==> src/rtl/gesture_pkg.sv <==
// ============================================================================
// gesture_pkg: frame geometry, coordinate width and FSM states shared by
// palm location and finger identification.  Rev 1.0
// ============================================================================
`default_nettype none

package gesture_pkg;

  localparam int IMAGE_WIDTH  = 120;
  localparam int IMAGE_HEIGHT = 160;
  localparam int COORD_W      = 8;

  localparam logic [COORD_W-1:0] c_last_col  = COORD_W'(IMAGE_WIDTH - 1);
  localparam logic [COORD_W-1:0] c_last_row  = COORD_W'(IMAGE_HEIGHT - 1);
  localparam logic [COORD_W-1:0] c_coord_max = '1;

  typedef enum logic [0:0] {
    SCAN    = 1'b0,
    PUBLISH = 1'b1
  } palm_state_t;

endpackage

`default_nettype wire

==> src/rtl/row_run_accumulator.sv <==
// ============================================================================
// row_run_accumulator: white count and min/max white column of the current row.
// Rev 1.0
// ============================================================================
`default_nettype none

module row_run_accumulator
  import gesture_pkg::*;
(
  input  logic               clk,
  input  logic               rst,
  input  logic               i_valid,
  input  logic               i_pixel,
  input  logic [COORD_W-1:0] i_col,
  input  logic               i_row_end,
  output logic [COORD_W-1:0] o_count,
  output logic [COORD_W-1:0] o_min,
  output logic [COORD_W-1:0] o_max
);

  logic [COORD_W-1:0] r_count;
  logic [COORD_W-1:0] r_min;
  logic [COORD_W-1:0] r_max;
  logic               w_hit;

  // Outputs already fold in the pixel on this edge so the row-end merge sees it.
  assign w_hit   = i_valid & i_pixel;
  assign o_count = (w_hit && (r_count != c_coord_max)) ? r_count + 1'b1 : r_count;
  assign o_min   = (w_hit && (i_col < r_min)) ? i_col : r_min;
  assign o_max   = (w_hit && (i_col > r_max)) ? i_col : r_max;

  always_ff @(posedge clk) begin
    if (rst) begin
      r_count <= '0;
      r_min   <= c_coord_max;
      r_max   <= '0;
    end else if (i_valid) begin
      if (i_row_end) begin
        r_count <= '0;
        r_min   <= c_coord_max;
        r_max   <= '0;
      end else begin
        r_count <= o_count;
        r_min   <= o_min;
        r_max   <= o_max;
      end
    end
  end

endmodule

`default_nettype wire

==> src/rtl/palm_locator.sv <==
// ============================================================================
// palm_locator: bounding box of rows whose white density reaches ROW_THRESH,
// published once per 120x160 frame.  Rev 1.0
// ============================================================================
`default_nettype none

module palm_locator
  import gesture_pkg::*;
#(
  parameter int ROW_THRESH = 20,
  parameter int MIN_ROWS   = 8
) (
  input  logic               clk,
  input  logic               rst,
  input  logic               object_image,
  input  logic               pixel_valid,
  output logic [COORD_W-1:0] palm_width,
  output logic [COORD_W-1:0] palm_height,
  output logic [COORD_W-1:0] start_of_palm_r,
  output logic [COORD_W-1:0] start_of_palm_c,
  output logic [COORD_W-1:0] end_of_palm_r,
  output logic [COORD_W-1:0] end_of_palm_c,
  output logic               frame_done
);

  localparam logic [COORD_W-1:0] c_row_thresh = COORD_W'(ROW_THRESH);
  localparam logic [COORD_W-1:0] c_min_rows   = COORD_W'(MIN_ROWS);

  palm_state_t        r_state;
  logic [COORD_W-1:0] r_col;
  logic [COORD_W-1:0] r_row;
  logic [COORD_W-1:0] r_start_r;
  logic [COORD_W-1:0] r_end_r;
  logic [COORD_W-1:0] r_start_c;
  logic [COORD_W-1:0] r_end_c;
  logic [COORD_W-1:0] r_qual_rows;
  logic               r_have_first;

  logic [COORD_W-1:0] w_row_cnt;
  logic [COORD_W-1:0] w_row_min;
  logic [COORD_W-1:0] w_row_max;
  logic               w_row_end;
  logic               w_frame_end;
  logic               w_row_qual;

  assign w_row_end   = pixel_valid && (r_col == c_last_col);
  assign w_frame_end = w_row_end && (r_row == c_last_row);
  assign w_row_qual  = w_row_end && (w_row_cnt >= c_row_thresh);

  row_run_accumulator u_row_acc (
    .clk       (clk),
    .rst       (rst),
    .i_valid   (pixel_valid),
    .i_pixel   (object_image),
    .i_col     (r_col),
    .i_row_end (w_row_end),
    .o_count   (w_row_cnt),
    .o_min     (w_row_min),
    .o_max     (w_row_max)
  );

  always_ff @(posedge clk) begin
    if (rst) begin
      r_col <= '0;
      r_row <= '0;
    end else if (pixel_valid) begin
      if (r_col == c_last_col) begin
        r_col <= '0;
        r_row <= (r_row == c_last_row) ? '0 : r_row + 1'b1;
      end else begin
        r_col <= r_col + 1'b1;
      end
    end
  end

  always_ff @(posedge clk) begin
    if (rst) begin
      r_state         <= SCAN;
      r_start_r       <= '0;
      r_end_r         <= '0;
      r_start_c       <= c_coord_max;
      r_end_c         <= '0;
      r_qual_rows     <= '0;
      r_have_first    <= 1'b0;
      palm_width      <= '0;
      palm_height     <= '0;
      start_of_palm_r <= '0;
      start_of_palm_c <= '0;
      end_of_palm_r   <= '0;
      end_of_palm_c   <= '0;
      frame_done      <= 1'b0;
    end else begin
      frame_done <= 1'b0;
      case (r_state)
        SCAN: begin
          // The final row merges on the same edge that moves to PUBLISH.
          if (w_row_qual) begin
            if (!r_have_first) begin
              r_start_r <= r_row;
            end
            r_have_first <= 1'b1;
            r_end_r      <= r_row;
            r_start_c    <= (w_row_min < r_start_c) ? w_row_min : r_start_c;
            r_end_c      <= (w_row_max > r_end_c) ? w_row_max : r_end_c;
            r_qual_rows  <= (r_qual_rows == c_coord_max) ? r_qual_rows
                                                         : r_qual_rows + 1'b1;
          end
          if (w_frame_end) begin
            r_state <= PUBLISH;
          end
        end
        PUBLISH: begin
          if (r_qual_rows >= c_min_rows) begin
            palm_width      <= r_end_c - r_start_c + 1'b1;
            palm_height     <= r_end_r - r_start_r + 1'b1;
            start_of_palm_r <= r_start_r;
            start_of_palm_c <= r_start_c;
            end_of_palm_r   <= r_end_r;
            end_of_palm_c   <= r_end_c;
          end else begin
            palm_width      <= '0;
            palm_height     <= '0;
            start_of_palm_r <= '0;
            start_of_palm_c <= '0;
            end_of_palm_r   <= '0;
            end_of_palm_c   <= '0;
          end
          frame_done   <= 1'b1;
          r_start_c    <= c_coord_max;
          r_end_c      <= '0;
          r_qual_rows  <= '0;
          r_have_first <= 1'b0;
          r_state      <= SCAN;
        end
        default: r_state <= SCAN;
      endcase
    end
  end

endmodule

`default_nettype wire

==> config.mk <==
export PLATFORM = sky130hd
export DESIGN_NAME = palm_locator
export DESIGN_NICKNAME = d
export VERILOG_FILES = /design/src/rtl/gesture_pkg.sv /design/src/rtl/row_run_accumulator.sv /design/src/rtl/palm_locator.sv
export SDC_FILE = /design/constraint.sdc
export NUM_CORES = 1
export LEC_CHECK = 0
export ABC_AREA = 0
export ABC_CLOCK_PERIOD_IN_PS = 3100
export CORE_MARGIN = 3
export CORE_UTILIZATION = 50
export DETAILED_ROUTE_END_ITERATION = 8
export GPL_TIMING_DRIVEN = 0
export PLACE_DENSITY = 0.7
export SKIP_LAST_GASP = 1
export SLEW_MARGIN = 5
export SYNTH_ARGS = -nofsm -noshare
export SYNTH_HDL_FRONTEND = slang
export SYNTH_HIERARCHICAL = 1
export SYNTH_SLANG_ARGS = --single-unit
==> constraint.sdc <==
create_clock -name clk -period 3.1 [get_ports clk]
set_input_delay 0.465 -clock clk [delete_from_list [all_inputs] [get_ports clk]]
set_output_delay 0.465 -clock clk [all_outputs]
set_load 0.05 [all_outputs]
==> out/metrics.cfg, run 1 <==
[placed_design]
io_buffer_count=51
dpl_cell_area_sq_mm=0.00748
place.gp.congestion=0.923
dpl_worst_slack_ns=-1.06
hpwl_um=11800

[setup_path]
critPathKind=register to register
crit_buf_inv=4
cp_max_fo=4
worst_setup_path_end_kind=register
cp.required_ns=3.43
cp_cell_sequence=inv_1 > ha_1 > nand4_1 > buf_4 > o21bai_1 > a21oi_4 > buf_6 > mux2_4 > ha_4 > nand4_1 > a21o_1 > a211oi_4 > buf_6 > mux2i_1
crit_path_start_kind=register
worst_path_largest_cell_delay_ns=0.35
slowest_stage=dfxtp_2
ff2ff_setup_slack_ns=-0.10
cp.arrival_ns=3.53
crit_family=compound AO/OA/AOI/OAI gates

[run_status]
status=finished with violations
failed_checks=setup timing

[power]
seqPwrFrac_pct=45.3
ir_worst_vdd_uv=453
p_sw_mw=0.810
p_clk_share_pct=49.4
cellPowerDensity_mw_per_mm2=438
leakage_nw=3.41
sw_frac_of_total_pct=21.5
intPower_mw=2.96
comb_power_share_pct=5.3

[cts]
clock_sinks=131
cts_tree=built
root_buffer=clkbuf_16
ctsLongestPathBuffers=2
cts-buffers-inserted=17
cts-htree-levels=4
ctsHoldBuffers=0
clk_latency_ns=0.41
cts.clk_slew.worst_paths_ns=0.05

[route]
ant_nets=0
drt_iter0_drc=318
drt-total-wl_um=17000
vias_per_cell=5.69
drcViolationCount=0
first_pass_iters=5
vias=5745
avgRoutedWirePerCell_um=16.8

[floorplanning]
die_w_um=122
die_y_um=122
num_rows=41
core_area_sq_mm=0.0128
start_util_pct=52.0
io_pins=53
die_area_sq_mm=0.0148

[cells_and_area]
area_delta_synth_final_pct=28.9
drive_above_1_share_pct=17.2
diodes=0
utilization_pct=67.1
final.fill_count=993
multi_input_comb_area_sq_mm=0.00404
stdcell_area_sq_mm=0.00860
regArea_sq_mm=0.00266
nets=892

[timing]
setup_ws_ns=-0.104
tightest_slew_ns=0.635
min_period_over_period_pct=103
hold_viol=0
setup_viol=10
period_minus_slack_ns=3.20
skew_ns=0.00773
slew_viol_final=0
rsz0062_at_grt=true
fmax_ghz=0.312
whs_ns=0.336
fin_setup_tns_ns=-0.444
slew-limit-headroom_pct=57.7

[synth]
syn_nets=791
yosysWarningCount=6
synthCells=724
postSynthAreaPerCell_sq_um=9.22
syn_area_sq_mm=0.00667

[global_routing]
grt_usage_pct=23.3
first_global_vias=5518
grt_max_degree=17
antenna_found_initial=0
grt_pass1_wl_um=27300
overflow=0

[hold_path]
hp-class=primary input to register

[run]
drv_cap=0

[power by group through the flow]
| stage | registers [mW] | logic [mW] | clock network (mW) |
|---|---|---|---|
| 2_1_floorplan | 1.74 | 0.114 | 0 |
| 3_3_place_gp | 1.74 | 0.148 | 0 |
| 3_5_place_dp | 1.75 | 0.153 | 0 |
| 4_1_cts | 1.71 | 0.176 | 1.88 |
| 5_1_grt | 1.71 | 0.216 | 1.97 |
| 6_report | 1.71 | 0.200 | 1.86 |
[worst paths after layout]
check	from	cells after the start	end
min reg2reg	end_of_palm_c[6]	2	end_of_palm_c[6]
max reg2reg	u_row_acc/r_max[4]	14	r_end_c[2]
max	u_row_acc/r_max[4]	14	r_end_c[2]
min	rst	2	u_row_acc/r_min[7]
[repair_timing]
item,CTS,global route
setup endpoints to repair,24,25
gates resized for setup,36,32
setup buffers,22,9
endpoints found under the hold margin,0,0
cloned,0,0
pin swaps,9,13
[placed cells by master, fill, tap and decap left out, types with 15 or more instances in the layout]
master / count
clkbuf_16: 17
mux2i_1: 34
o21ai_0: 43
nor2_1: 67
nand4_1: 15
ha_4: 18
clkbuf_1: 25
ha_1: 43
xnor2_1: 15
buf_4: 22
a21oi_1: 25
nand2_1: 77
inv_1: 50
a22o_1: 17
dfxtp_1: 117
clkdlybuf4s50_1: 50
[routing by layer]
metal  GRT usage, %  vias up  routed length (um)
met2           37.1      153                8070
met1           31.4     2815                7810
li1               -     2756                   -
met3           5.41       21                 847
met4           7.70        0                 267
met5              0        -                   0
[per-stage QoR]
| step | cells | power, mW |
|---|---|---|
| finish | 1009 | 3.77 |
| global route | 1009 | 3.89 |
| CTS | 1000 | 3.76 |
| detailed placement | 947 | 1.90 |
| global placement | 947 | 1.89 |
| floorplan | 724 | 1.85 |
[area by class of cell]
type / count / area share [%]
Tap cell: 172 / 2.50
Timing Repair Buffer: 82 / 9.15
Multi-Input combinational cell: 512 / 47.0
Inverter: 53 / 2.31
Clock buffer: 26 / 5.80
Sequential cell: 131 / 30.9
Clock inverter: 5 / 0.582
Buffer: 28 / 1.77
No activity file was read; power rests on OpenSTA's default activity.
==> run 2: changes to the inputs <==
TNS_END_PERCENT = 30   (was not set)
==> out/metrics.cfg, run 2 (synthesis gave the netlist of run 1 again) <==
[run_status]
status=finished with violations
failed_checks=setup timing

[timing]
whs_ns=0.339  ; +0.00254 ns
slew-limit-headroom_pct=57.0  ; -0.64 points
skew_ns=0.00722  ; -0.000512 ns
slew_viol_final=0  ; unchanged
setup_viol=13  ; +3
min_period_over_period_pct=105  ; +1.3 points
fmax_ghz=0.308  ; -1.2%
hold_viol=0  ; unchanged
period_minus_slack_ns=3.24  ; +0.0388 ns
tightest_slew_ns=0.644  ; +0.00957 ns
rsz0062_at_grt=true
setup_ws_ns=-0.143  ; -0.0388 ns

[route]
vias_per_cell=5.58  ; -2.0%
drcViolationCount=0  ; unchanged
vias=5563  ; -3.2%
avgRoutedWirePerCell_um=16.7  ; -0.67%
drt_iter0_drc=364  ; +14%
ant_nets=0  ; unchanged
first_pass_iters=5  ; unchanged
drt-total-wl_um=16700  ; -1.9%

[cts]
cts-buffers-inserted=17  ; unchanged
clk_latency_ns=0.42  ; about the same
clock_sinks=131  ; unchanged
cts.clk_slew.worst_paths_ns=0.05  ; about the same
cts_tree=built
cts-htree-levels=4  ; unchanged
ctsLongestPathBuffers=2  ; unchanged
root_buffer=clkbuf_16

[global_routing]
first_global_vias=5390  ; -2.3%
overflow=0  ; unchanged
grt_use_met3_pct=5.73  ; +0.33 points
grt_usage_pct=23.3  ; +0.036 points
grt_max_degree=17  ; unchanged
grt_use_met1_pct=31.5  ; +0.17 points
busiest_layer=met2
antenna_found_initial=0  ; unchanged
grt_pass1_wl_um=27100  ; -0.91%
grt.met2_usage_pct=37.0  ; -0.069 points

[power]
cellPowerDensity_mw_per_mm2=447  ; +2.1%
ir_worst_vdd_uv=358  ; -21%
leakage_nw=3.30  ; -3.1%

[setup_path]
slowest_stage=dfxtp_2
worst_setup_path_end_kind=register
cp_cell_sequence=inv_2 > ha_4 > nand4_1 > a21oi_2 > a311oi_2 > a21oi_4 > buf_6 > mux2_4 > ha_4 > nand4_1 > a21o_1 > a211oi_4 > buf_6 > mux2i_1
cp.required_ns=3.44  ; about the same
critPathKind=register to register
worst_path_largest_cell_delay_ns=0.34  ; about the same
cp_max_fo=7  ; +3
cp.arrival_ns=3.58  ; +0.05 ns
crit_path_start_kind=register

[floorplanning]
core_area_sq_mm=0.0128  ; unchanged
start_util_pct=52.0  ; unchanged
die_area_sq_mm=0.0148  ; unchanged
io_pins=53  ; unchanged
die_w_um=122  ; unchanged
num_rows=41  ; unchanged
die_y_um=122  ; unchanged

[run]
drv_cap=0  ; unchanged

[cells_and_area]
area_delta_synth_final_pct=24.5
nets=880  ; -1.3%
stdcell_area_sq_mm=0.00830  ; -3.5%
layout_commonest_cell=dfxtp_1
final_cell_mix=118 x dfxtp_1, 78 x nand2_1, 69 x nor2_1
drive_above_1_share_pct=13.8  ; -3.4 points
diodes=0  ; unchanged

[placed_design]
place.gp.congestion=0.868  ; -6.0%
dpl_worst_slack_ns=-1.06  ; -0.00241 ns
io_buffer_count=51  ; unchanged
dpl_cell_area_sq_mm=0.00748  ; about the same
hpwl_um=12000  ; +1.4%

[hold_path]
hp-class=primary input to register

## run 2: cell count changes in the layout (fill, tap and decap cells not counted), moves of 2 or more
cell | before | now
nor2_1 | 67 | 69
mux2_4 | 14 | 7
ha_1 | 43 | 54
buf_6 | 14 | 9
ha_4 | 18 | 7
buf_4 | 22 | 15
mux2_2 | 4 | 11
nor2_2 | 3 | 1
## run 2: repair_timing
action / CTS / global route
resized for setup: 35 / 1
pin swaps: 9 / 1
hold buffers: 0 / 0
endpoints found under the setup margin: 24 / 25
buffers inserted: 17 / 2
## run 2: final cells by class
cell class,count,area (sq um)
fill,1035,4520
multi-input combinational,512,3860
inverter,53,199
clock buffer,27,524
timing repair buffer,70,678
buffer,28,153
tap,172,215
sequential,131,2650
clock inverter,4,20.0
## run 2: where the power goes
group / switching [mW] / internal, mW / total, mW / leakage (nW)
Clock: 0.689 / 1.14 / 1.83 / 0.272
Combinational: 0.101 / 0.0711 / 0.172 / 1.97
Sequential: 0.0155 / 1.69 / 1.71 / 1.06
## run 2: path summary, 6_finish.rpt
kind / endpoint / slack, ns / start / depth (start not counted)
setup / recovery: r_end_c[2] / -0.14 / u_row_acc/r_max[6] / 14
setup reg to reg: r_end_c[2] / -0.14 / u_row_acc/r_max[6] / 14
hold reg to reg: start_of_palm_c[3] / 0.45 / start_of_palm_c[3] / 2
hold / removal: u_row_acc/r_min[1] / 0.34 / rst / 2
## run 2: critical path: cells and delay by family, from the launching register on
| kind | cells | cell delay, ns |
|---|---|---|
| AOI/OAI and AO/OA | 5 | 1.10 |
| adders and majority gates | 2 | 0.53 |
| buffers and inverters | 3 | 0.38 |
| DFF | 1 | 0.34 |
| muxes | 2 | 0.51 |
| and+or+nand+nor | 2 | 0.31 |
## run 2: metrics by stage
step	util, %	TNS [ns]	total power [mW]	instances
3_5_place_dp	58.3	-29.59	1.90	947
6_report	64.8	-0.994	3.71	997
3_3_place_gp	58.3	-27.23	1.89	947
4_1_cts	64.6	-0.198	3.73	995
2_1_floorplan	-	-0.434	1.85	724
5_1_grt	64.8	-4.37	3.83	997
## run 2: per-layer routing
| metal | wire length, um | vias up |
|---|---|---|
| met1 | 7850 | 2652 |
| met3 | 838 | 22 |
| met4 | 251 | 0 |
| met2 | 7750 | 148 |
| met5 | 0 | - |
| li1 | - | 2741 |
==> run 3: changes to the inputs <==
ABC_AREA = not set   (was 0)
ABC_CLOCK_PERIOD_IN_PS = 4200   (was 3100)
PLACE_DENSITY = 0.67   (was 0.7)
clock period = 4.2 ns   (was 3.1 ns; I/O delays follow)
==> out/metrics.cfg, run 3 (synthesis gave the netlist of run 1 again) <==
[cells_and_area]
drive_above_1_share_pct=8.68  ; -5.1 points
nets=861  ; -2.2%
fin_cells=978  ; -1.9%
area_delta_synth_final_pct=20.1
diodes=0  ; unchanged
stdcell_area_sq_mm=0.00801  ; -3.5%
final_cell_mix=131 x dfxtp_1, 78 x nand2_1, 69 x nor2_1
final.fill_count=1089  ; +5.2%
layout_commonest_cell=dfxtp_1

[placed_design]
dpl_cell_area_sq_mm=0.00740  ; -1.0%
dpl.cell_count=947  ; unchanged
place.gp.congestion=0.875  ; +0.89%
hpwl_um=12000  ; -0.13%
dpl_worst_slack_ns=-0.200  ; +0.860 ns
io_buffer_count=51  ; unchanged

[floorplanning]
die_y_um=122  ; unchanged
num_rows=41  ; unchanged
core_area_sq_mm=0.0128  ; unchanged
start_util_pct=52.0  ; unchanged
die_w_um=122  ; unchanged
die_area_sq_mm=0.0148  ; unchanged
io_pins=53  ; unchanged

[run]
drv_cap=0  ; unchanged

[setup_path]
cp.required_ns=4.54  ; +1.10 ns
cp.arrival_ns=4.19  ; +0.61 ns
worst_setup_path_end_kind=register
critPathKind=register to register
cp_max_fo=11  ; +4
crit_path_start_kind=register
ff2ff_setup_slack_ns=0.35  ; +0.49 ns

[timing]
tightest_slew_ns=0.754  ; +0.110 ns
hold_viol=0  ; unchanged
setup_viol=0  ; -13
skew_ns=0.00749  ; +0.000278 ns
slew-limit-headroom_pct=49.4  ; -7.7 points
slew_viol_final=0  ; unchanged
rsz0062_at_grt=false
fmax_ghz=0.260  ; -16%
setup_ws_ns=0.349  ; +0.492 ns
min_period_over_period_pct=91.7  ; -13 points
period_minus_slack_ns=3.85  ; +0.608 ns

[cts]
cts_tree=built
ctsLongestPathBuffers=2  ; unchanged
ctsHoldBuffers=0  ; unchanged
clk_latency_ns=0.42  ; about the same
clock_sinks=131  ; unchanged
cts-buffers-inserted=17  ; unchanged
cts-htree-levels=4  ; unchanged
cts.clk_slew.worst_paths_ns=0.06  ; about the same
root_buffer=clkbuf_16

[global_routing]
grt_pass1_wl_um=26300  ; -2.9%
antenna_found_initial=0  ; unchanged
grt_usage_pct=22.7  ; -0.65 points
first_global_vias=5323  ; -1.2%
overflow=0  ; unchanged
grt_max_degree=17  ; unchanged

[route]
drcViolationCount=0  ; unchanged
drt-total-wl_um=16100  ; -3.7%
first_pass_iters=5  ; unchanged
vias=5423  ; -2.5%
vias_per_cell=5.54  ; -0.62%
avgRoutedWirePerCell_um=16.4  ; -1.9%
ant_nets=0  ; unchanged
drt_iter0_drc=293  ; -20%

[power]
leakage_nw=3.18  ; -3.7%
cellPowerDensity_mw_per_mm2=364  ; -19%
ir_worst_vdd_uv=411  ; +15%

[hold_path]
hp-class=register to register

[run_status]
status=completed

run 3: cell types whose count changed in the layout (fill, tap and decap cells not counted), moves of 5 or more:
cell / change
buf_4: -14
dfxtp_1: +13
dfxtp_2: -7
ha_1: +7
ha_4: -7
dfxtp_4: -6
mux2_2: +6
mux2_4: -6
buf_6: -5
run 3: per-stage QoR:
stage | util, % | hold WS [ns] | setup TNS (ns) | total power [mW]
2_1_floorplan | - | 0.435 | 0 | 1.37
3_3_place_gp | 57.7 | 0.436 | -2.21 | 1.40
3_5_place_dp | 57.7 | 0.443 | -2.78 | 1.40
4_1_cts | 62.5 | 0.456 | 0 | 2.94
5_1_grt | 62.5 | 0.474 | 0 | 3.01
6_report | 62.5 | 0.452 | 0 | 2.91
run 3: worst paths after layout:
kind / endpoint / cells after the start / start
min: palm_height[6] / 2 / palm_height[6]
max reg2reg: r_end_c[5] / 12 / r_col[5]
min reg2reg: palm_height[6] / 2 / palm_height[6]
max: r_end_c[5] / 12 / r_col[5]
run 3: critical path: stages (launching register included):
cell and delay (ns):
dfxtp_1 0.59, ha_1 0.24, nand4_1 0.16, a21oi_1 0.16
a311oi_1 0.14, a21oi_2 0.38, buf_4 0.26, mux2_2 0.38
ha_1 0.33, nand4_1 0.14, a21o_1 0.20, a211oi_4 0.54
mux2i_1 0.26
run 3: cell type report:
cell class              count  area [sq um]  area share, %
multi-input cells         512          3710           46.3
flip-flops and latches    131          2620           32.7
repair buffers             51           513           6.40
clock buffers              18           429           5.36
well taps                 172           215           2.69
inverters                  53           199           2.48
clock inverters            13           184           2.30
plain buffers              28           143           1.78
run 3: repair_timing:
| action | CTS | global route |
|---|---|---|
| resized for setup | 0 | 1 |
| endpoints found under the setup margin | 0 | 16 |
| buffers inserted | 0 | 0 |
run 3: per-layer routing:
layer  part of all wire (%)  track usage (%)  vias to the layer above
met5                      0                0                        -
met4                    1.7             7.49                        0
met3                    4.8             5.87                       20
met2                     48             37.6                      123
met1                     46             28.9                     2587
li1                       -                -                     2693
run 3: report_power, final:
group	internal (mW)	switching (mW)
Clock	0.989	0.549
Sequential	1.25	0.0109
Combinational	0.0430	0.0721
